[src/rtl/mips_hazard_controller_if.sv]
// Hazard-control bundle between the MIPS datapath (master) and the hazard controller (slave).
// The master drives the pipeline fields and receives the register enables, flushes and status.
interface mips_hazard_controller_if;
    logic [4:0] ID_rs;
    logic [4:0] ID_rt;
    logic       ID_uses_rs;
    logic       ID_uses_rt;
    logic       EX_mem_read;
    logic [4:0] EX_instr_bits_20_16;
    logic       MEM_branch;
    logic       MEM_zero;
    logic       mem_busy;

    logic       pc_write;
    logic       if_id_write;
    logic       id_ex_write;
    logic       ex_mem_write;
    logic       mem_wb_write;
    logic       if_id_flush;
    logic       id_ex_flush;
    logic       ex_mem_flush;
    logic       id_ex_bubble;
    logic       pc_src;
    logic       wait_timeout;
    logic [1:0] hazard_state;

    modport master (
        output ID_rs, ID_rt, ID_uses_rs, ID_uses_rt, EX_mem_read, EX_instr_bits_20_16,
               MEM_branch, MEM_zero, mem_busy,
        input  pc_write, if_id_write, id_ex_write, ex_mem_write, mem_wb_write,
               if_id_flush, id_ex_flush, ex_mem_flush, id_ex_bubble, pc_src,
               wait_timeout, hazard_state
    );

    modport slave (
        input  ID_rs, ID_rt, ID_uses_rs, ID_uses_rt, EX_mem_read, EX_instr_bits_20_16,
               MEM_branch, MEM_zero, mem_busy,
        output pc_write, if_id_write, id_ex_write, ex_mem_write, mem_wb_write,
               if_id_flush, id_ex_flush, ex_mem_flush, id_ex_bubble, pc_src,
               wait_timeout, hazard_state
    );
endinterface

[src/rtl/mips_hazard_controller.sv]
// Hazard/sequencing controller for the 5-stage MIPS pipeline: boot hold, load-use stall,
// MEM-resolved branch flush, memory-wait freeze and wait watchdog. Optional HAZARD_PERF_CNT_EN adds event counters.
module mips_hazard_controller #(
    parameter int BOOT_CYCLES = 2,
    parameter int MAX_WAIT    = 16
) (
    input  logic                      clk,
    input  logic                      rst_n,
    mips_hazard_controller_if.slave   hz
`ifdef HAZARD_PERF_CNT_EN
    ,
    output logic [31:0]               stall_count,
    output logic [31:0]               flush_count,
    output logic [31:0]               freeze_count
`endif
);

    typedef enum logic [1:0] {
        ST_BOOT = 2'b00,
        ST_RUN  = 2'b01,
        ST_HALT = 2'b10
    } state_t;

    localparam int BOOT_W = (BOOT_CYCLES > 1) ? $clog2(BOOT_CYCLES) : 1;
    localparam int WAIT_W = $clog2(MAX_WAIT);
    localparam logic [BOOT_W-1:0] BOOT_LAST = BOOT_W'(BOOT_CYCLES - 1);
    localparam logic [WAIT_W-1:0] WAIT_LAST = WAIT_W'(MAX_WAIT - 1);

    state_t              state_reg, state_next;
    logic [BOOT_W-1:0]   boot_cnt_reg, boot_cnt_next;
    logic [WAIT_W-1:0]   wait_cnt_reg, wait_cnt_next;
    logic                timeout_reg, timeout_next;

    logic load_use;
    logic taken;
    logic run;

    // $0 is hard-wired zero, so a load targeting it can never create a dependency.
    assign load_use = hz.EX_mem_read && (hz.EX_instr_bits_20_16 != 5'd0) &&
                      ((hz.ID_uses_rs && (hz.ID_rs == hz.EX_instr_bits_20_16)) ||
                       (hz.ID_uses_rt && (hz.ID_rt == hz.EX_instr_bits_20_16)));
    assign taken    = hz.MEM_branch && hz.MEM_zero;
    assign run      = (state_reg == ST_RUN);

    always_ff @(posedge clk or negedge rst_n) begin
        if (!rst_n) begin
            state_reg    <= ST_BOOT;
            boot_cnt_reg <= '0;
            wait_cnt_reg <= '0;
            timeout_reg  <= 1'b0;
        end else begin
            state_reg    <= state_next;
            boot_cnt_reg <= boot_cnt_next;
            wait_cnt_reg <= wait_cnt_next;
            timeout_reg  <= timeout_next;
        end
    end

    always_comb begin
        state_next    = state_reg;
        boot_cnt_next = boot_cnt_reg;
        wait_cnt_next = wait_cnt_reg;
        timeout_next  = timeout_reg;
        case (state_reg)
            ST_BOOT: begin
                wait_cnt_next = '0;
                if (boot_cnt_reg == BOOT_LAST) begin
                    state_next    = ST_RUN;
                    boot_cnt_next = '0;
                end else begin
                    boot_cnt_next = boot_cnt_reg + 1'b1;
                end
            end
            ST_RUN: begin
                if (hz.mem_busy) begin
                    if (wait_cnt_reg == WAIT_LAST) begin
                        state_next   = ST_HALT;
                        timeout_next = 1'b1;
                    end else begin
                        wait_cnt_next = wait_cnt_reg + 1'b1;
                    end
                end else begin
                    wait_cnt_next = '0;
                end
            end
            ST_HALT: state_next = ST_HALT;
            default: state_next = ST_BOOT;
        endcase
    end

    // HALT deliberately falls through to the all-zero freeze pattern.
    always_comb begin
        hz.pc_write     = 1'b0;
        hz.if_id_write  = 1'b0;
        hz.id_ex_write  = 1'b0;
        hz.ex_mem_write = 1'b0;
        hz.mem_wb_write = 1'b0;
        hz.if_id_flush  = 1'b0;
        hz.id_ex_flush  = 1'b0;
        hz.ex_mem_flush = 1'b0;
        hz.id_ex_bubble = 1'b0;
        hz.pc_src       = 1'b0;
        case (state_reg)
            ST_BOOT: begin
                hz.if_id_flush  = 1'b1;
                hz.id_ex_flush  = 1'b1;
                hz.ex_mem_flush = 1'b1;
            end
            ST_RUN: begin
                if (!hz.mem_busy) begin
                    hz.id_ex_write  = 1'b1;
                    hz.ex_mem_write = 1'b1;
                    hz.mem_wb_write = 1'b1;
                    if (taken) begin
                        hz.pc_write     = 1'b1;
                        hz.if_id_write  = 1'b1;
                        hz.pc_src       = 1'b1;
                        hz.if_id_flush  = 1'b1;
                        hz.id_ex_flush  = 1'b1;
                        hz.ex_mem_flush = 1'b1;
                    end else if (load_use) begin
                        hz.id_ex_bubble = 1'b1;
                    end else begin
                        hz.pc_write     = 1'b1;
                        hz.if_id_write  = 1'b1;
                    end
                end
            end
            default: ;
        endcase
    end

    assign hz.hazard_state = state_reg;
    assign hz.wait_timeout = timeout_reg;

`ifdef HAZARD_PERF_CNT_EN
    // Events follow the same priority as the output decode: freeze > branch > stall.
    logic [2:0]  perf_evt;
    logic [31:0] perf_cnt_reg [3];

    assign perf_evt[0] = run && !hz.mem_busy && !taken && load_use;
    assign perf_evt[1] = run && !hz.mem_busy && taken;
    assign perf_evt[2] = run && hz.mem_busy;

    generate
        for (genvar gi = 0; gi < 3; gi++) begin : g_perf
            always_ff @(posedge clk or negedge rst_n) begin
                if (!rst_n) begin
                    perf_cnt_reg[gi] <= '0;
                end else if (perf_evt[gi]) begin
                    perf_cnt_reg[gi] <= perf_cnt_reg[gi] + 32'd1;
                end
            end
        end
    endgenerate

    assign stall_count  = perf_cnt_reg[0];
    assign flush_count  = perf_cnt_reg[1];
    assign freeze_count = perf_cnt_reg[2];
`else
    logic unused_run;
    assign unused_run = run;
`endif

endmodule

[src/flat_wrapper.sv]
// flat-port wrapper written by rule: the top's interface ports become plain ports
module mips_hazard_controller_flat 
#(
    parameter int BOOT_CYCLES = 2,
    parameter int MAX_WAIT    = 16
)
  (clk, rst_n, hz_ID_rs, hz_ID_rt, hz_ID_uses_rs, hz_ID_uses_rt, hz_EX_mem_read, hz_EX_instr_bits_20_16, hz_MEM_branch, hz_MEM_zero, hz_mem_busy, hz_pc_write, hz_if_id_write, hz_id_ex_write, hz_ex_mem_write, hz_mem_wb_write, hz_if_id_flush, hz_id_ex_flush, hz_ex_mem_flush, hz_id_ex_bubble, hz_pc_src, hz_wait_timeout, hz_hazard_state);
  mips_hazard_controller_if hz_i ();
  input  logic clk;
  input  logic rst_n;
  input wire logic [$bits(hz_i.ID_rs)-1:0] hz_ID_rs;
  input wire logic [$bits(hz_i.ID_rt)-1:0] hz_ID_rt;
  input wire logic [$bits(hz_i.ID_uses_rs)-1:0] hz_ID_uses_rs;
  input wire logic [$bits(hz_i.ID_uses_rt)-1:0] hz_ID_uses_rt;
  input wire logic [$bits(hz_i.EX_mem_read)-1:0] hz_EX_mem_read;
  input wire logic [$bits(hz_i.EX_instr_bits_20_16)-1:0] hz_EX_instr_bits_20_16;
  input wire logic [$bits(hz_i.MEM_branch)-1:0] hz_MEM_branch;
  input wire logic [$bits(hz_i.MEM_zero)-1:0] hz_MEM_zero;
  input wire logic [$bits(hz_i.mem_busy)-1:0] hz_mem_busy;
  output wire logic [$bits(hz_i.pc_write)-1:0] hz_pc_write;
  output wire logic [$bits(hz_i.if_id_write)-1:0] hz_if_id_write;
  output wire logic [$bits(hz_i.id_ex_write)-1:0] hz_id_ex_write;
  output wire logic [$bits(hz_i.ex_mem_write)-1:0] hz_ex_mem_write;
  output wire logic [$bits(hz_i.mem_wb_write)-1:0] hz_mem_wb_write;
  output wire logic [$bits(hz_i.if_id_flush)-1:0] hz_if_id_flush;
  output wire logic [$bits(hz_i.id_ex_flush)-1:0] hz_id_ex_flush;
  output wire logic [$bits(hz_i.ex_mem_flush)-1:0] hz_ex_mem_flush;
  output wire logic [$bits(hz_i.id_ex_bubble)-1:0] hz_id_ex_bubble;
  output wire logic [$bits(hz_i.pc_src)-1:0] hz_pc_src;
  output wire logic [$bits(hz_i.wait_timeout)-1:0] hz_wait_timeout;
  output wire logic [$bits(hz_i.hazard_state)-1:0] hz_hazard_state;
  assign hz_i.ID_rs = hz_ID_rs;
  assign hz_i.ID_rt = hz_ID_rt;
  assign hz_i.ID_uses_rs = hz_ID_uses_rs;
  assign hz_i.ID_uses_rt = hz_ID_uses_rt;
  assign hz_i.EX_mem_read = hz_EX_mem_read;
  assign hz_i.EX_instr_bits_20_16 = hz_EX_instr_bits_20_16;
  assign hz_i.MEM_branch = hz_MEM_branch;
  assign hz_i.MEM_zero = hz_MEM_zero;
  assign hz_i.mem_busy = hz_mem_busy;
  assign hz_pc_write = hz_i.pc_write;
  assign hz_if_id_write = hz_i.if_id_write;
  assign hz_id_ex_write = hz_i.id_ex_write;
  assign hz_ex_mem_write = hz_i.ex_mem_write;
  assign hz_mem_wb_write = hz_i.mem_wb_write;
  assign hz_if_id_flush = hz_i.if_id_flush;
  assign hz_id_ex_flush = hz_i.id_ex_flush;
  assign hz_ex_mem_flush = hz_i.ex_mem_flush;
  assign hz_id_ex_bubble = hz_i.id_ex_bubble;
  assign hz_pc_src = hz_i.pc_src;
  assign hz_wait_timeout = hz_i.wait_timeout;
  assign hz_hazard_state = hz_i.hazard_state;
  mips_hazard_controller #(.BOOT_CYCLES(BOOT_CYCLES), .MAX_WAIT(MAX_WAIT)) u_core (.clk(clk), .rst_n(rst_n), .hz(hz_i));
endmodule
[config.mk]
export PLATFORM = sky130hd
export DESIGN_NAME = mips_hazard_controller_flat
export DESIGN_NICKNAME = d
export VERILOG_FILES = /design/src/rtl/mips_hazard_controller_if.sv /design/src/rtl/mips_hazard_controller.sv /design/src/flat_wrapper.sv
export SDC_FILE = /design/constraint.sdc
export NUM_CORES = 1
export LEC_CHECK = 0
export BUFFER_PORTS_ARGS = -buffer_cell sky130_fd_sc_hd__buf_2
export CORE_UTILIZATION = 45
export CTS_CLUSTER_SIZE = 25
export DETAILED_ROUTE_END_ITERATION = 7
export HOLD_SLACK_MARGIN = 0.15
export PLACE_DENSITY = 0.91
export SYNTH_ARGS = -nofsm -noshare
export SYNTH_HDL_FRONTEND = slang
export SYNTH_SLANG_ARGS = --single-unit
[constraint.sdc]
create_clock -name clk -period 2.2 [get_ports clk]
set_input_delay 0.11 -clock clk [delete_from_list [all_inputs] [get_ports clk]]
set_output_delay 0.11 -clock clk [all_outputs]
set_load 0.01 [all_outputs]
======== After elaboration in Yosys (flattened, before gate mapping) ========
Index checks and enable logic that the tools add are counted.
storage, ports and cells
  register bits after elaboration ......... 8
  bits of input ports ..................... 23
  output and inout port bits .............. 13
cells by class
  add/sub/neg operators ................... 2
  eq/ne operators ......................... 9
  muxes and demuxes ....................... 22
  reductions and logical operators ........ 12
operators by type and width
  kind                                                   count
  2-to-1 mux 1 bit                                       14
  == test 5 bit                                          2
  2-to-1 mux 4 bit                                       2
  case mux 4 bit (2 select lines)                        1
  2-to-1 mux 2 bit                                       3
  case mux 2 bit (3 select lines)                        1
  AND reduction 3 bit                                    2
  logical AND 1 bit                                      5
  nonzero test 5 bit                                     1
  adder 4 x 1 -> 4 bit, second input constant            1
  == test 4 bit, second input constant                   1
  inequality test 2 bit, second input constant           2
  inequality test 3 bit, second input constant           1
  == test 2 x 1 -> 1 bit, second input constant          1
  == test 2 bit, second input constant                   1
  zero test 2 bit                                        1
  inequality test 2 x 1 -> 1 bit, second input constant  1
  case mux 1 bit (2 select lines)                        1
  AND reduction 2 bit                                    1
  nonzero test 2 bit                                     1
  adder 1 bit, second input constant                     1
  logical OR 1 bit                                       1

======== Longest topological paths before layout ========
Gate-level depths: netlist of run 1.
  depth after elaboration ................. 8
  mapped depth ............................ 6
  gate-level depth less buffers ........... 5

======== Worst setup path before layout of run 1 ========
Ideal clock, no wire load.
  path type ............................... register to register
  start ................................... reg u_core.wait_cnt_reg[0]
  end ..................................... reg u_core.state_reg[1] (netlist: u_core.hz.hazard_state[1])
  setup time .............................. 0.128 ns
  arrival time ............................ 1.324 ns
  setup slack ............................. 0.748 ns
  cell stages (with the launch flop) ...... 6
  path buffers ............................ 0
  period minus slack after synthesis ...... 1.452 ns
  path through ............................ dfrtp_1 -> ha_1 -> nand3_2 -> o21a_1 -> a21oi_1 -> mux2_1
on the way
  word-level cells in the longest chain between the ends .. 3
ends and longest elaborated chain
  element                          line                          RTL
  start: declaration               mips_hazard_controller.sv:31  logic [WAIT_W-1:0] wait_cnt_reg, wait_cnt_next;
  start signal: assignment         mips_hazard_controller.sv:54  wait_cnt_reg <= wait_cnt_next;
  == test 4 bit                    mips_hazard_controller.sv:76  if (wait_cnt_reg == WAIT_LAST) begin
  inequality test 2 bit (no line)  --
  AND reduction 3 bit (no line)    --
  end signal: assignment           mips_hazard_controller.sv:52  state_reg <= state_next;
  end: declaration                 mips_hazard_controller.sv:29  state_t state_reg, state_next;
Every way passes these cells.
A chain may end at the register's enable or synchronous reset.

======== Final worst setup path of run 1 ========
Ends and elaborated chain as after synthesis.

==> results of run 1 <==
[Yosys cell counts]
| cell type | count |
|---|---|
| o21bai_1 | 1 |
| nand3b_1 | 1 |
| ha_1 | 3 |
| buf_4 | 5 |
| nand2_1 | 7 |
| inv_1 | 5 |
| or4_4 | 1 |
| a21oi_1 | 1 |
| o21ai_0 | 7 |
| o21a_1 | 3 |
| and3_1 | 1 |
| nand3_2 | 1 |
| dfrtp_1 | 8 |
| mux2_1 | 1 |
| nor4_1 | 2 |
| nand3_1 | 1 |
| mux2i_1 | 1 |
| o211ai_2 | 1 |
| nor3_1 | 1 |
| a32oi_1 | 1 |
| xor2_1 | 9 |
| and2_0 | 1 |
| or2_2 | 1 |
| nor2_1 | 2 |
| xnor2_1 | 3 |
[repair_timing]
action / in CTS / in global routing
endpoints found under the setup margin: 0 / 0
endpoints found under the hold margin: 8 / 0
hold buffers: 1 / 0
buffers inserted: 0 / 0
[placed cells by master, fill, tap and decap left out, drive strengths merged, types with 2 or more instances in the layout]
cell / synthesis / final
buf: 5 / 35
xor2: 9 / 9
dfrtp: 8 / 8
nand2: 7 / 7
o21ai: 7 / 7
inv: 5 / 5
xnor2: 3 / 3
o21a: 3 / 3
ha: 3 / 3
clkbuf: 0 / 3
nor2: 2 / 2
nor4: 2 / 2
nand3: 2 / 2
[power breakdown]
part	internal (W)	switching, W
Sequential	0.000187	0.0000290
Combinational	0.000157	0.000186
Clock	0.0000624	0.0000495
[final cells by class]
cell class                      instances  share of cell area [%]
Multi-Input combinational cell         50                    44.7
Sequential cell                         8                    24.9
Timing Repair Buffer                   36                    23.1
Clock buffer                            3                    2.80
Tap cell                               14                    2.18
Inverter                                5                    2.34
[cells by family after synthesis]
kind of cell,Yosys count
adder cells (fa/ha/maj),3
AND/OR/NAND/NOR,19
buffers and inverters,10
AO/OA/AOI/OAI,14
XOR/XNOR,12
multiplexers,2
flip-flops,8
[critical path, cell delays in order, from the launching register on]
cell and delay, ns:
dfrtp_1 0.40, ha_1 0.22, nand3_2 0.15, o21a_1 0.24, a21oi_1 0.14, mux2_1 0.33
[through the flow]
stage	hold WS, ns	cell area [µm²]
after floorplan	-0.186	616
after global placement	-0.0474	771
after detailed placement	-0.0382	771
after CTS	0.215	803
after global routing	0.239	803
final	0.221	803
[routing by layer]
| layer | track usage (%) | part of all wire, % | vias to the layer above |
|---|---|---|---|
| met5 | 0 | 0 | - |
| met4 | 16.4 | 1.7 | 0 |
| met3 | 3.47 | 8.7 | 3 |
| met2 | 39.2 | 52 | 29 |
| met1 | 18.8 | 37 | 262 |
| li1 | - | - | 296 |
[how the worst max path moves through the flow]
stage,end,cells past startpoint
4_1_cts,hz_ex_mem_flush,5
5_1_grt,u_core.hz.hazard_state[1],5
3_3_place_gp,u_core.hz.hazard_state[1],5
2_1_floorplan,u_core.hz.hazard_state[1],5
3_5_place_dp,u_core.hz.hazard_state[1],5
6_report,u_core.hz.hazard_state[1],5
==> run metrics, run 1 <==
outcome=completed; Placed Cells=112; Worst Path Arrival=1.74 ns; CTS resizes=0; Power, Total=0.000671 W; max-slew violations=0; gr ovfl total=0; Setup Crit Path Kind=reg -> reg; area taken by multi-input logic gates=359 µm²; Setup Skew=0.00805 ns; total CTS buffers=3; max-cap viol count=0; Hold/Removal Path Class=in -> async; first-pass GRT wire length=2060 µm; Worst EP required=2.33 ns; Synth Area in Simple Gates=16.9%; DRC=0; complex-gate fraction of the synthesized area=14.8%; Initial DRT Pass Iterations=4; Synth Area in XOR/XNOR=17.1%; fill cell count=93; Layout Nets=130; Root Buffer=clkbuf_4; R2R Setup Slk=0.59 ns; Routed Antenna Nets=0; Die Span X=39.0 µm; mux share of post-synthesis cell area=3.46%; Reg2Reg Depth=5; worst slew pin tran=0.278 ns; leakage power=0.438 nW; DR vias/cell=5.09; Cells after Synth=68; area of the core=0.00119 mm²; # diodes=0; 1st-iter DRT viols=7; fin crit share=73.2%; Setup Slack @ Placement=0.624 ns; Finished Layout Cells=116; setup_tns=0 ns; GP Congestion=0.709; Clock Tree Buf Depth=2; Rel. slew slack=81.3%; vias in the first global route=562; sequential-to-total area share from yosys stat=32.5%; routed length per placed instance=11.9 µm; largest family of logic cells by synthesized area=XOR/XNOR gates; CTS tree=built; Largest register FFs=4; initial antenna violation count=0; fin worst setup slack=0.589 ns; All-Layer GR Usage=20.7%; CP startpoint kind=flip-flop; clock sinks=8; Final Setup Violations=0; clk slew on worst S/H paths=0.06 ns; Worst-Skew Late Latency=0.26 ns; crit path max fanout=5; Initial Util=51.9%; via count=590; largest net degree at the start of global routing=9; CP endpoint kind=flip-flop; H-tree Lvls=1; die height=39.0 µm; final hold vios=0; maximum vdd drop=560 µV; Netlist cell types=25; die area=0.00152 mm²; syn nets=94; Ys Warns=0; IO Port Bufs=35; top cells by area, synth=dfrtp_1, xor2_1, buf_4; Register Area=200 µm²; Post-Synthesis Cell Area=616 µm²; PwrDens=835 mW/mm²; worst reg2reg path endpoint=u_core.hz.hazard_state[1]; post-synth top area cell=dfrtp_1; Crit. Startpoint=u_core.wait_cnt_reg[0]; # IOs=36; post-synthesis adder-cell area fraction=6.10%; syn avg cell area=9.05 µm²; Tmin final=1.61 ns; DPL Wire Length=1110 µm; row count=12; Post-Route WL=1380 µm; start of the worst register-to-register path=u_core.wait_cnt_reg[0]; Final Util=67.7%; unrepaired setup endpoints after global routing=no; synthesized flop and latch total=8; fmax=621 MHz; P&R area growth vs syn=30.5%; post-synth top area share=32.5%; share of post-route cells with drive strength above 1=41.2%
(Power assumes the default switching activity.)
==> run 2: changes to the inputs <==
Settings changed: CORE_UTILIZATION 45 to 38, PLACE_DENSITY 0.91 to 0.83.
Clock period 2.2 ns to 1.3 ns, I/O delays scaled along.
==> run metrics, run 2 (same netlist as run 1, synthesis figures left out) <==
outcome=finished with violations; failing checks=negative setup slack; Tmin final=1.40 ns; max-slew violations=0; H-tree Lvls=1; top sig layer=met4; maximum vdd drop=1160 µV; Initial DRT Pass Iterations=2; logic gate share of total power=64.9%; Layout Nets=143; CP Cell Sequence=inv_2 -> ha_4 -> nand2_4 -> nor2_2 -> or2_4 -> buf_6; Critical Path Max Stage Delay=0.37 ns; P&R area growth vs syn=64.6%; initial antenna violation count=0; DR vias/cell=4.96; worst slew pin tran=0.280 ns; Net Switching=0.000567 W; Root Buffer=clkbuf_4; CP startpoint kind=flip-flop; Worst Path Arrival=1.33 ns; Hold/Removal Path Class=in -> reg; CP endpoint kind=output port; All-Layer GR Usage=18.8%; Worst EP required=1.24 ns; area of the core=0.00151 mm²; vias in the first global route=613; leakage power=0.522 nW; met3 WL=122 µm; Cell Int Power=0.00101 W; hold path cells=3; # IOs=36; final instance area=0.00101 mm²; IO Port Bufs=35; die area=0.00179 mm²; final hold vios=0; unrepaired setup endpoints after global routing=yes; Net Sw Frac=36.0%; Post-DP Area=866 µm²; GP Congestion=0.807; DRC=0; share of post-route cells with drive strength above 1=55.7%; Seq pwr share=23.8%; Post-Route WL=1570 µm; clk slew on worst S/H paths=0.05 ns; total CTS buffers=3; # diodes=0; first-pass GRT wire length=2560 µm; Rel. slew slack=81.1%; 1st-iter DRT viols=2; Setup Skew=0.000726 ns; Clock Tree Buf Depth=2; Routed Antenna Nets=0; crit path max fanout=3; PwrDens=1550 mW/mm²; met1 WL=609 µm; fin crit share=107%; Worst-Skew Late Latency=0.24 ns; slowest stage cell on the critical path=dfrtp_1; via count=650; Initial Util=40.9%; commonest cells after routing, fill and taps aside=buf_2, buf_4, xor2_1; Die Span X=42.3 µm; Final Setup Violations=7; row count=14; max-cap viol count=0; die height=42.3 µm; met2 WL=830 µm; Setup Slack @ Placement=-0.0706 ns; gr ovfl total=0; most common cell after layout, fill and taps aside=buf_2; fin worst setup slack=-0.0962 ns; largest net degree at the start of global routing=9; CTS tree=built; Setup Crit Path Kind=reg -> out; DPL Wire Length=1230 µm; clock sinks=8; fmax=716 MHz; power share of the clock group=11.3%; Largest register FFs=4; Reg2Reg Depth=6; routed length per placed instance=12.0 µm
## run 2: repair_timing
action	CTS	global route
setup buffers	2	2
endpoints found under the hold margin	8	0
gates resized for setup	13	6
setup endpoints to repair	11	15
hold buffers	1	0
pin swaps	4	3
## run 2: worst paths after layout
path,endpoint,slack (ns),startpoint
worst max-delay path,hz_ex_mem_flush,-0.1,u_core.hz.hazard_state[1]
worst min-delay path,u_core.hz.wait_timeout,0.18,hz_mem_busy
worst max register to register,u_core.hz.hazard_state[1],-0.07,u_core.hz.hazard_state[1]
worst min register to register,u_core.boot_cnt_reg,0.48,u_core.boot_cnt_reg
max in group asynchronous,u_core.wait_cnt_reg[2],0.95,rst_n
min in group asynchronous,u_core.wait_cnt_reg[3],0.19,rst_n
## run 2: worst max-delay path, delay by kind of cell (launching register included)
kind | cells | cell delay [ns]
buffers and inverters | 2 | 0.19
flip-flops | 1 | 0.37
adder cells (fa/ha/maj) | 1 | 0.17
AND/OR/NAND/NOR | 3 | 0.36
## run 2: stage by stage
stage	TNS [ns]	instances	util [%]	total power [W]	hold slack [ns]
final	-0.456	131	67.3	0.00158	0.175
after global routing	-1.43	131	67.3	0.00169	0.192
after CTS	-0.420	129	63.9	0.00148	0.171
after detailed placement	-0.0706	123	57.5	0.00108	-0.0849
after global placement	-0.0401	123	57.5	0.00106	-0.0881
after floorplan	-0.111	68	-	0.000833	-0.231
## run 2: routing by layer
metal | vias to the layer above | GRT usage, %
met5 | - | 0
met4 | 0 | 8.75
met3 | 2 | 4.31
met2 | 30 | 33.2
met1 | 295 | 21.0
li1 | 323 | -
## run 2: power groups by stage
| stage | Combinational [W] | Clock [W] | Sequential [W] |
|---|---|---|---|
| floorplan | 0.000450 | 0 | 0.000383 |
| global placement | 0.000703 | 0 | 0.000359 |
| detailed placement | 0.000721 | 0 | 0.000364 |
| CTS | 0.000923 | 0.000187 | 0.000368 |
| global route | 0.00111 | 0.000197 | 0.000384 |
| finish | 0.00102 | 0.000179 | 0.000375 |
## run 2: cell type report
| class | count | area (µm²) |
|---|---|---|
| flip-flops and latches | 8 | 200 |
| clock buffers | 3 | 22.5 |
| multi-input cells | 50 | 424 |
| well taps | 16 | 20.0 |
| fillers | 121 | 493 |
| inverters | 5 | 18.8 |
| repair buffers | 49 | 328 |
==> run 3: changes to the inputs <==
Settings changed: ABC_AREA set to 1, BUFFER_PORTS_ARGS -buffer_cell sky130_fd_sc_hd__buf_2 to not set, CORE_UTILIZATION 38 to 54, DONT_BUFFER_PORTS set to 1, PLACE_DENSITY 0.83 to 0.81.
==> run metrics, run 3 <==
fill cell count=66; Cell Int Power=0.000400 W; vias in the first global route=729; maximum vdd drop=648 µV; H-tree Lvls=1; final hold vios=0; max-cap viol count=0; worst slew pin tran=0.388 ns; gr ovfl total=0; power share of the clock group=39.2%; Critical Path Max Stage Delay=0.44 ns; top_reg_cell synth=dfrtp_1; clk slew on worst S/H paths=0.06 ns; Largest register FFs=4; share of post-route cells with drive strength above 1=35.3%; Net Switching=0.000158 W; Clock Tree Buf Depth=2; first-pass GRT wire length=3060 µm; post-synth top area cell=dfrtp_1; Worst EP required=1.46 ns; logic gate share of total power=15.4%; CTS tree=built; crit path max fanout=4; CP Cell Sequence=ha_4 -> buf_6 -> nand2_4 -> nor2_4 -> a21oi_4 -> buf_12 -> buf_6 -> o21ai_2; syn avg cell area=6.54 µm²; most instantiated library cell after synthesis=nand2_1; routed length per placed instance=16.8 µm; Hold/Removal Path Class=in -> out; Seq pwr share=45.4%; synth cell count leaders=nand2_1, inv_1, nor2_1; DPL Wire Length=1260 µm; post-synth top area share=27.1%; outcome=finished with violations; PwrDens=544 mW/mm²; final instance area=0.00102 mm²; Net Sw Frac=28.3%; Routed Antenna Nets=0; unrepaired setup endpoints after global routing=yes; max-slew violations=0; CP most frequent cell=buf_6; fin crit share=110%; Post-synth EDFFs=0; DRC=0; Post-DP Area=798 µm²; Async SR Flop Fraction=100%; Post-Route WL=2480 µm; Final Setup Violations=16; Die Span X=39.0 µm; Setup Crit Path Kind=reg -> reg; # IOs=36; DR vias/cell=5.66; All-Layer GR Usage=31.0%; Initial DRT Pass Iterations=4; 1st-iter DRT viols=51; Post-Synthesis Cell Area=739 µm²; # diodes=0; row count=12; Initial Util=62.3%; most common cell after layout, fill and taps aside=nand2_1; CP startpoint kind=flip-flop; via count=832; Cells after Synth=113; commonest cells after routing, fill and taps aside=nand2_1, inv_1, buf_4; leakage power=0.549 nW; failing checks=negative setup slack; Register Area=201 µm²; die area=0.00152 mm²; Setup Slack @ Placement=0.0361 ns; Tmin final=1.43 ns; area of the core=0.00119 mm²; Power, Total=0.000558 W; synthesized flop and latch total=8; area taken by multi-input logic gates=492 µm²; IO Port Bufs=0; clock sinks=8; die height=39.0 µm; Rel. slew slack=74.0%; fin worst setup slack=-0.128 ns; slowest stage cell on the critical path=dfrtp_2; R2R Setup Slk=-0.13 ns; CP endpoint kind=flip-flop; syn nets=139; Ys Warns=0; Netlist cell types=24; Worst-Skew Late Latency=0.27 ns; GP Congestion=0.802; fmax=700 MHz; Worst Path Arrival=1.58 ns; initial antenna violation count=0; P&R area growth vs syn=38.6%; sequential-to-total area share from yosys stat=27.1%; top cells by area, synth=dfrtp_1, nand2_1, inv_1; Root Buffer=clkbuf_4; largest net degree at the start of global routing=9; Layout Nets=160; Setup Skew=0.00467 ns; total CTS buffers=3
run 3: final cells by class:
class	instances	share of cell area [%]
tap	14	1.71
clock buffer	4	2.56
sequential	8	19.7
timing repair buffer	21	19.2
inverter	23	8.91
multi-input combinational	77	48.0
run 3: cells by family (layout without fill, tap and decap cells):
family / after synthesis / after routing / synth area share, %
compound gates: 10 / 10 / 9.64
fa+ha+maj: 3 / 3 / 5.08
xor+xnor: 2 / 2 / 2.37
buf+inv: 28 / 48 / 16.8
simple gates: 62 / 62 / 39.1
flops: 8 / 8 / 27.1
run 3: repair_timing:
action	4_1_cts	5_1_grt
hold buffers	3	0
endpoints found under the hold margin	13	0
pin swaps	5	7
cloned	0	0
resized for setup	7	8
endpoints found under the setup margin	10	17
buffers inserted	7	6
run 3: metal layers:
layer	part of all wire (%)	global-route usage (%)	wire, µm
met4	4.8	21.6	119
met5	0	0	0
met2	51	51.2	1260
met1	36	34.2	898
met3	8.0	7.51	197
run 3: critical path: cells and delay by family, from the launching register on:
family | cells | cell delay, ns
AO/OA/AOI/OAI | 2 | 0.22
adder cells (fa/ha/maj) | 1 | 0.18
buffers and inverters | 3 | 0.34
flip-flops | 1 | 0.44
AND/OR/NAND/NOR | 2 | 0.13
run 3: final timing paths:
path | startpoint | to | cells after the start
hold reg to reg | u_core.boot_cnt_reg | u_core.boot_cnt_reg | 2
setup reg to reg | u_core.hz.hazard_state[0] | u_core.wait_cnt_reg[3] | 8
setup / recovery | u_core.hz.hazard_state[0] | u_core.wait_cnt_reg[3] | 8
max in group asynchronous | rst_n | u_core.hz.hazard_state[0] | 2
hold / removal | hz_mem_busy | hz_if_id_write | 3
min in group asynchronous | rst_n | u_core.wait_cnt_reg[0] | 2
run 3: power by group through the flow:
stage | clock network [W] | logic [W] | registers, W
after floorplan | 0 | 0.0000514 | 0.000257
after global placement | 0 | 0.0000570 | 0.000257
after detailed placement | 0 | 0.0000603 | 0.000257
after CTS | 0.000220 | 0.0000756 | 0.000253
after global routing | 0.000236 | 0.0000949 | 0.000253
final | 0.000219 | 0.0000857 | 0.000253
run 3: per-stage QoR:
stage,utilization (%),setup TNS [ns],hold slack [ns],std cells
after floorplan,-,-0.0607,-0.231,113
after global placement,67.3,0,-0.230,127
after detailed placement,67.3,0,-0.230,127
after CTS,78.7,-1.36,0.270,141
after global routing,86.4,-2.16,0.316,147
final,86.4,-1.33,0.309,147
